==> config.mk <==
export PLATFORM = sky130hd
export DESIGN_NAME = uart_rx
export DESIGN_NICKNAME = d
export VERILOG_FILES = /design/src/rtl/uart_rx.sv
export SDC_FILE = /design/constraint.sdc
export NUM_CORES = 1
export LEC_CHECK = 0
export ABC_AREA = 1
export CAP_MARGIN = 15
export CORE_AREA = 2 2 71 73
export CTS_CLUSTER_DIAMETER = 60
export CTS_CLUSTER_SIZE = 40
export DETAILED_ROUTE_END_ITERATION = 16
export DIE_AREA = 0 0 73 75
export PLACE_DENSITY_LB_ADDON = 0.1
export SLEW_MARGIN = 20
export SYNTH_ARGS = -nofsm -noshare
export SYNTH_HDL_FRONTEND = slang
export SYNTH_SLANG_ARGS = --single-unit
==> constraint.sdc <==
create_clock -name CLK -period 1.8 [get_ports CLK]
set_input_delay 0.45 -clock CLK [delete_from_list [all_inputs] [get_ports CLK]]
set_output_delay 0.45 -clock CLK [all_outputs]
set_load 0.02 [all_outputs]
==> src/rtl/uart_rx.sv <==
// uart_rx - UART receiver, the far end of the team's UART transmitter.
//
// Frame: start bit (0), WIDTH data bits LSB first, optional parity bit,
// one stop bit (1). The line idles high. RX_IN is synchronised by two flops,
// then oversampled at PRESCALE clocks per bit.
//
// Parameters:
//   WIDTH     data bits per frame
//   PRESCALE  CLK cycles per bit (even, >= 4)
//
// Ports:
//   CLK         system clock
//   RST         asynchronous active-low reset
//   RX_IN       serial line, asynchronous, idles 1
//   PAR_EN      1 = frame carries a parity bit (latched while idle)
//   PAR_TYPE    0 = even, 1 = odd (latched while idle)
//   P_DATA      received word, held until the next good frame
//   DATA_VALID  one-cycle pulse, P_DATA valid
//   PAR_ERR     one-cycle pulse, parity mismatch
//   STP_ERR     one-cycle pulse, stop bit sampled 0
//
// Build option:
//   UART_RX_MAJORITY_VOTE_EN  when defined, each bit is the 2-of-3 majority
//   of rx_s at edges PRESCALE/2-2 .. PRESCALE/2, decided at PRESCALE/2.
//   Otherwise a single sample is taken at edge PRESCALE/2-1.

module uart_rx #(
    parameter int unsigned WIDTH    = 8,
    parameter int unsigned PRESCALE = 8
) (
    input  logic             CLK,
    input  logic             RST,
    input  logic             RX_IN,
    input  logic             PAR_EN,
    input  logic             PAR_TYPE,
    output logic [WIDTH-1:0] P_DATA,
    output logic             DATA_VALID,
    output logic             PAR_ERR,
    output logic             STP_ERR
);

    localparam int unsigned CW = (PRESCALE > 1) ? $clog2(PRESCALE) : 1;
    localparam int unsigned BW = (WIDTH > 1) ? $clog2(WIDTH) : 1;
`ifdef UART_RX_MAJORITY_VOTE_EN
    localparam int unsigned SMP_POS = PRESCALE / 2;
`else
    localparam int unsigned SMP_POS = PRESCALE / 2 - 1;
`endif
    localparam logic [CW-1:0] SMP_EDGE  = CW'(SMP_POS);
    localparam logic [CW-1:0] LAST_EDGE = CW'(PRESCALE - 1);
    localparam logic [BW-1:0] LAST_BIT  = BW'(WIDTH - 1);

    typedef enum logic [2:0] {
        IDLE,
        START,
        DATA,
        PARITY,
        STOP
    } state_t;

    state_t          state;
    state_t          state_next;
    logic            rx_meta;
    logic            rx_s;
    logic [CW-1:0]   edge_cnt;
    logic [BW-1:0]   bit_cnt;
    logic [WIDTH-1:0] shift;
    logic            par_en_q;
    logic            par_type_q;
    logic            par_bad;
    logic            smp;
    logic            at_smp;
    logic            at_wrap;
    logic            resolve;
    logic            dv_next;
    logic            perr_next;
    logic            stp_next;

    // Two-flop synchroniser, resets to the idle level.
    always_ff @(posedge CLK or negedge RST) begin
        if (!RST) begin
            rx_meta <= 1'b1;
            rx_s    <= 1'b1;
        end else begin
            rx_meta <= RX_IN;
            rx_s    <= rx_meta;
        end
    end

    assign at_smp  = (edge_cnt == SMP_EDGE);
    assign at_wrap = (edge_cnt == LAST_EDGE);

`ifdef UART_RX_MAJORITY_VOTE_EN
    localparam logic [CW-1:0] VOTE0_EDGE = CW'(SMP_POS - 2);
    localparam logic [CW-1:0] VOTE1_EDGE = CW'(SMP_POS - 1);
    logic vote0;
    logic vote1;

    // Captured in every state; IDLE holds edge_cnt at 0 so the first start
    // bit vote still lines up with the detection cycle when PRESCALE is 4.
    always_ff @(posedge CLK or negedge RST) begin
        if (!RST) begin
            vote0 <= 1'b1;
            vote1 <= 1'b1;
        end else begin
            if (edge_cnt == VOTE0_EDGE) vote0 <= rx_s;
            if (edge_cnt == VOTE1_EDGE) vote1 <= rx_s;
        end
    end

    assign smp = (vote0 & vote1) | (vote0 & rx_s) | (vote1 & rx_s);
`else
    assign smp = rx_s;
`endif

    // State register
    always_ff @(posedge CLK or negedge RST) begin
        if (!RST) state <= IDLE;
        else      state <= state_next;
    end

    // Next-state logic
    always_comb begin
        state_next = state;
        unique case (state)
            IDLE:   if (!rx_s) state_next = START;
            START: begin
                if (at_smp && smp) state_next = IDLE;
                else if (at_wrap)  state_next = DATA;
            end
            DATA:   if (at_wrap && bit_cnt == LAST_BIT)
                        state_next = par_en_q ? PARITY : STOP;
            PARITY: if (at_wrap) state_next = STOP;
            // Leaves at the sample point so a following start bit with no
            // idle gap is caught on time.
            STOP:   if (at_smp) state_next = IDLE;
            default: state_next = IDLE;
        endcase
    end

    // Output decode (registered below)
    always_comb begin
        resolve   = (state == STOP) && at_smp;
        dv_next   = resolve && smp && !par_bad;
        stp_next  = resolve && !smp;
        perr_next = resolve && par_bad;
    end

    // Datapath: counters, shift register, parity tracking.
    // The IDLE cycle that sees rx_s==0 is edge 0, so START begins at edge 1.
    always_ff @(posedge CLK or negedge RST) begin
        if (!RST) begin
            edge_cnt   <= '0;
            bit_cnt    <= '0;
            shift      <= '0;
            par_en_q   <= 1'b0;
            par_type_q <= 1'b0;
            par_bad    <= 1'b0;
        end else begin
            if (state_next == IDLE)  edge_cnt <= '0;
            else if (state == IDLE)  edge_cnt <= CW'(1);
            else if (at_wrap)        edge_cnt <= '0;
            else                     edge_cnt <= edge_cnt + 1'b1;

            if (state != DATA)  bit_cnt <= '0;
            else if (at_wrap)   bit_cnt <= bit_cnt + 1'b1;

            if (state == DATA && at_smp) shift <= {smp, shift[WIDTH-1:1]};

            if (state == IDLE) begin
                par_en_q   <= PAR_EN;
                par_type_q <= PAR_TYPE;
            end

            if (state == START)
                par_bad <= 1'b0;
            else if (state == PARITY && at_smp)
                par_bad <= ((^shift) ^ par_type_q) != smp;
        end
    end

    // Registered outputs
    always_ff @(posedge CLK or negedge RST) begin
        if (!RST) begin
            P_DATA     <= '0;
            DATA_VALID <= 1'b0;
            PAR_ERR    <= 1'b0;
            STP_ERR    <= 1'b0;
        end else begin
            DATA_VALID <= dv_next;
            PAR_ERR    <= perr_next;
            STP_ERR    <= stp_next;
            if (dv_next) P_DATA <= shift;
        end
    end

endmodule

==> metrics.md <==
| Metric | Value |
|---|---|
| Max-Slew Margin vs Limit | 79.1% |
| Levels on crit path | 1 |
| GR Util met3 | 4.42% |
| Worst-margin pin slew | 0.312 ns |
| Maximum fanout along the worst path | 2 |
| # hold bufs at CTS | 0 |
| Sw frac | 33.8% |
| Crit path from | P_DATA[7]$_DFFE_PN0P_ |
| Crit path buffers/inverters | 1 |
| # port buffers | 15 |
| Hold WS | 0.355 ns |
| Sequential-to-total area share from yosys stat | 52.3% |
| Path category of the worst min-delay check | reg -> reg |
| Vias per cell | 4.57 |
| Synthesis warning total | 0 |
| Worst R2R Setup Slack | 0.18 ns |
| Period utilisation layout | 93.7% |
| Layer with the highest usage | met2 |
| Ant. Diodes | 0 |
| Antenna Nets Post-Route | 0 |
| Vias in the first global route | 1138 |
| CP endpoint | P_DATA[7] |
| CTS tree | yes |
| Clk_skew | 0.00702 ns |
| Cell Pwr Density | 1040 nW/um^2 |
| Drt first pass iters | 4 |
| Syn Nets | 196 |
| # fillers | 455 |
| GP Congestion | 0.811 |
| Tmin final | 1.69 ns |
| Commonest non-fill, non-tap cell in the layout | nand2_1 |
| Crit Path Category | reg -> out |
| Final setup viols | 0 |
| Most frequent cells in the layout | 64 x nand2_1, 31 x dfrtp_1, 21 x inv_1 |
| Critical path arrival | 1.24 ns |
| Status | complete, no violations |
| DP Area | 1800 sq um |
| Clock share of power | 27.0% |
| Deepest clock path buffer count | 2 |
| Total track usage | 12.4% |
| Cell Chain, Critical Path | clkdlybuf4s50_1 |
| Overall power | 0.00197 W |
| Antenna violations before repair | 0 |
| CP delay by family, top | buffers and inverters |
| MaxCap Viol Count | 0 |
| Via count | 1197 |
| Num CTS Buffers | 5 |
| Reg2reg start | edge_cnt[0]$_DFF_PN0_ |
| Slew Limit Fails | 0 |
| Synth top area cells | dfrtp_1 49%, nand2_1 15%, inv_1 5.0% |
| Cell area after synthesis | 1580 sq um |
| Die Height | 75 um |
| Startpoint class of the critical path | flop |
| Unique masters post-synth | 22 |
| Mapped Avg Cell Area | 8.51 sq um |
| Final HPWL DP | 2140 um |
| Full die area | 5480 sq um |
| CTS clock-pin slew for the worst setup and hold paths | 0.07 ns |
| Slowest stage delay, CP | 0.60 ns |
| Iteration-0 DRC Markers | 90 |
| M2 GR Usage | 21.5% |
| CTS H-Tree Depth | 2 |
| Final hold vios | 0 |
| Final Util | 40.6% |
| P_leak | 0.909 nW |
| Reg2reg end | edge_cnt[2]$_DFF_PN0_ |
| Final global-route overflow total | 0 |
| Root Driver | clkbuf_8 |
| CP Capture Type | primary output |
| Remaining routing DRC violations | 0 |
| Yosys reg bits | 33 |
| Yosys top cell by area | dfrtp_1 |
| Post-synth top area share | 49.0% |
| Final TNS setup | 0 ns |
| Wirelength per Cell | 11.1 um |
| Area delta synth->final | 19.5% |
| Clock sink count | 33 |
| Int Power | 0.00130 W |
| Standard-cell rows | 25 |
| Clk_lat worst skew | 0.28 ns |
| Sw power | 0.000665 W |
| Final Net Count | 217 |
| Post-layout instance area | 1890 sq um |
| Syn Inst Count | 186 |
| Die W | 73 um |
| Drt total wl | 2900 um |
| First-pass GRT wire length | 5130 um |
| Pin count of the biggest net entering global routing | 34 |
| Worst r2r path cells | 10 |
| Sequential Power Share | 46.2% |
| RSZ-0062 raised after global routing | false |
| Top Ports | 16 |
| Core area | 4660 sq um |
| Max stage delay cell, worst path | clkdlybuf4s50_1 |
| Starting Density | 34.0% |
| WP data required | 1.35 ns |
| Met1 Resource Use GR | 14.1% |
| Combinational power share | 26.9% |
| VDD IR-drop max | 626 uV |
| F_max | 0.593 GHz |
| Share of cells above drive strength 1 | 14.4% |
power by group through the flow:
stage                     logic, W  clock network, W  registers [W]
after floorplan           0.000406                 0       0.000903
after global placement    0.000517                 0       0.000914
after detailed placement  0.000526                 0       0.000920
after CTS                 0.000530          0.000553       0.000907
after global routing      0.000622          0.000584       0.000918
final                     0.000528          0.000530       0.000908
synth_stat cells:
| master | number |
|---|---|
| nand2_1 | 64 |
| dfrtp_1 | 31 |
| inv_1 | 21 |
| nor2_1 | 13 |
| o21ai_1 | 8 |
| o21ai_2 | 8 |
| nand3_1 | 7 |
| a21oi_1 | 5 |
| ha_1 | 5 |
| inv_2 | 4 |
| nand4_1 | 3 |
| buf_6 | 2 |
| dfstp_2 | 2 |
| nand2_2 | 2 |
| nor3_2 | 2 |
| o21ai_0 | 2 |
| xnor2_1 | 2 |
| buf_4 | 1 |
| nand4_2 | 1 |
| nor2_2 | 1 |
| nor3_1 | 1 |
| or2_2 | 1 |
registers in the layout, indices dropped and copies added, names as in the netlist:
register    flops
bit_cnt         3
P_DATA          8
rx_s            1
PAR_ERR         1
shift           8
rx_meta         1
par_en_q        1
DATA_VALID      1
STP_ERR         1
state           3
edge_cnt        3
par_type_q      1
par_bad         1
metal layers:
metal,wire length (um),vias up
met1,1300,552
li1,-,620
met2,1440,19
met3,114,6
met4,38,0
met5,0,-
metrics by stage:
| stage | setup slack, ns | instances |
|---|---|---|
| 4_1_cts | 0.0449 | 262 |
| 6_report | 0.113 | 262 |
| 2_1_floorplan | 0.208 | 186 |
| 3_3_place_gp | 0.0811 | 254 |
| 3_5_place_dp | 0.0555 | 254 |
| 5_1_grt | 0.0392 | 262 |
final cells by class:
cell class,instances,area (sq um),area share [%]
sequential,33,828,43.8
timing repair buffer,17,178,9.39
inverter,25,93.8,4.96
multi-input combinational,125,644,34.1
clock buffer,8,80.1,4.23
tap,54,67.6,3.57
how the worst min path moves through the flow:
stage | from | to | slack, ns | cells past startpoint
CTS | rx_meta$_DFF_PN1_ | rx_s$_DFF_PN1_ | 0.36 | 0
global placement | rx_meta$_DFF_PN1_ | rx_s$_DFF_PN1_ | 0.35 | 0
global route | rx_meta$_DFF_PN1_ | rx_s$_DFF_PN1_ | 0.36 | 0
detailed placement | rx_meta$_DFF_PN1_ | rx_s$_DFF_PN1_ | 0.35 | 0
finish | rx_meta$_DFF_PN1_ | rx_s$_DFF_PN1_ | 0.36 | 0
floorplan | RST | DATA_VALID$_DFF_PN0_ | 0.15 | 0
what timing repair did:
item / CTS / global route
setup buffers: 0 / 0
resized for setup: 0 / 3
endpoints found under the hold margin: 0 / 0
endpoints found under the setup margin: 0 / 12
cell families (layout without fill, tap and decap cells):
family,Yosys count,in the layout,synth area share [%]
XOR/XNOR,2,2,1.11
adder cells (fa/ha/maj),5,5,3.95
AND/OR/NAND/NOR,95,95,25.6
flip-flops,33,33,52.3
buffers and inverters,28,50,7.83
AO/OA/AOI/OAI,23,23,9.17
Note: power is estimated with default switching activity, not from simulation.
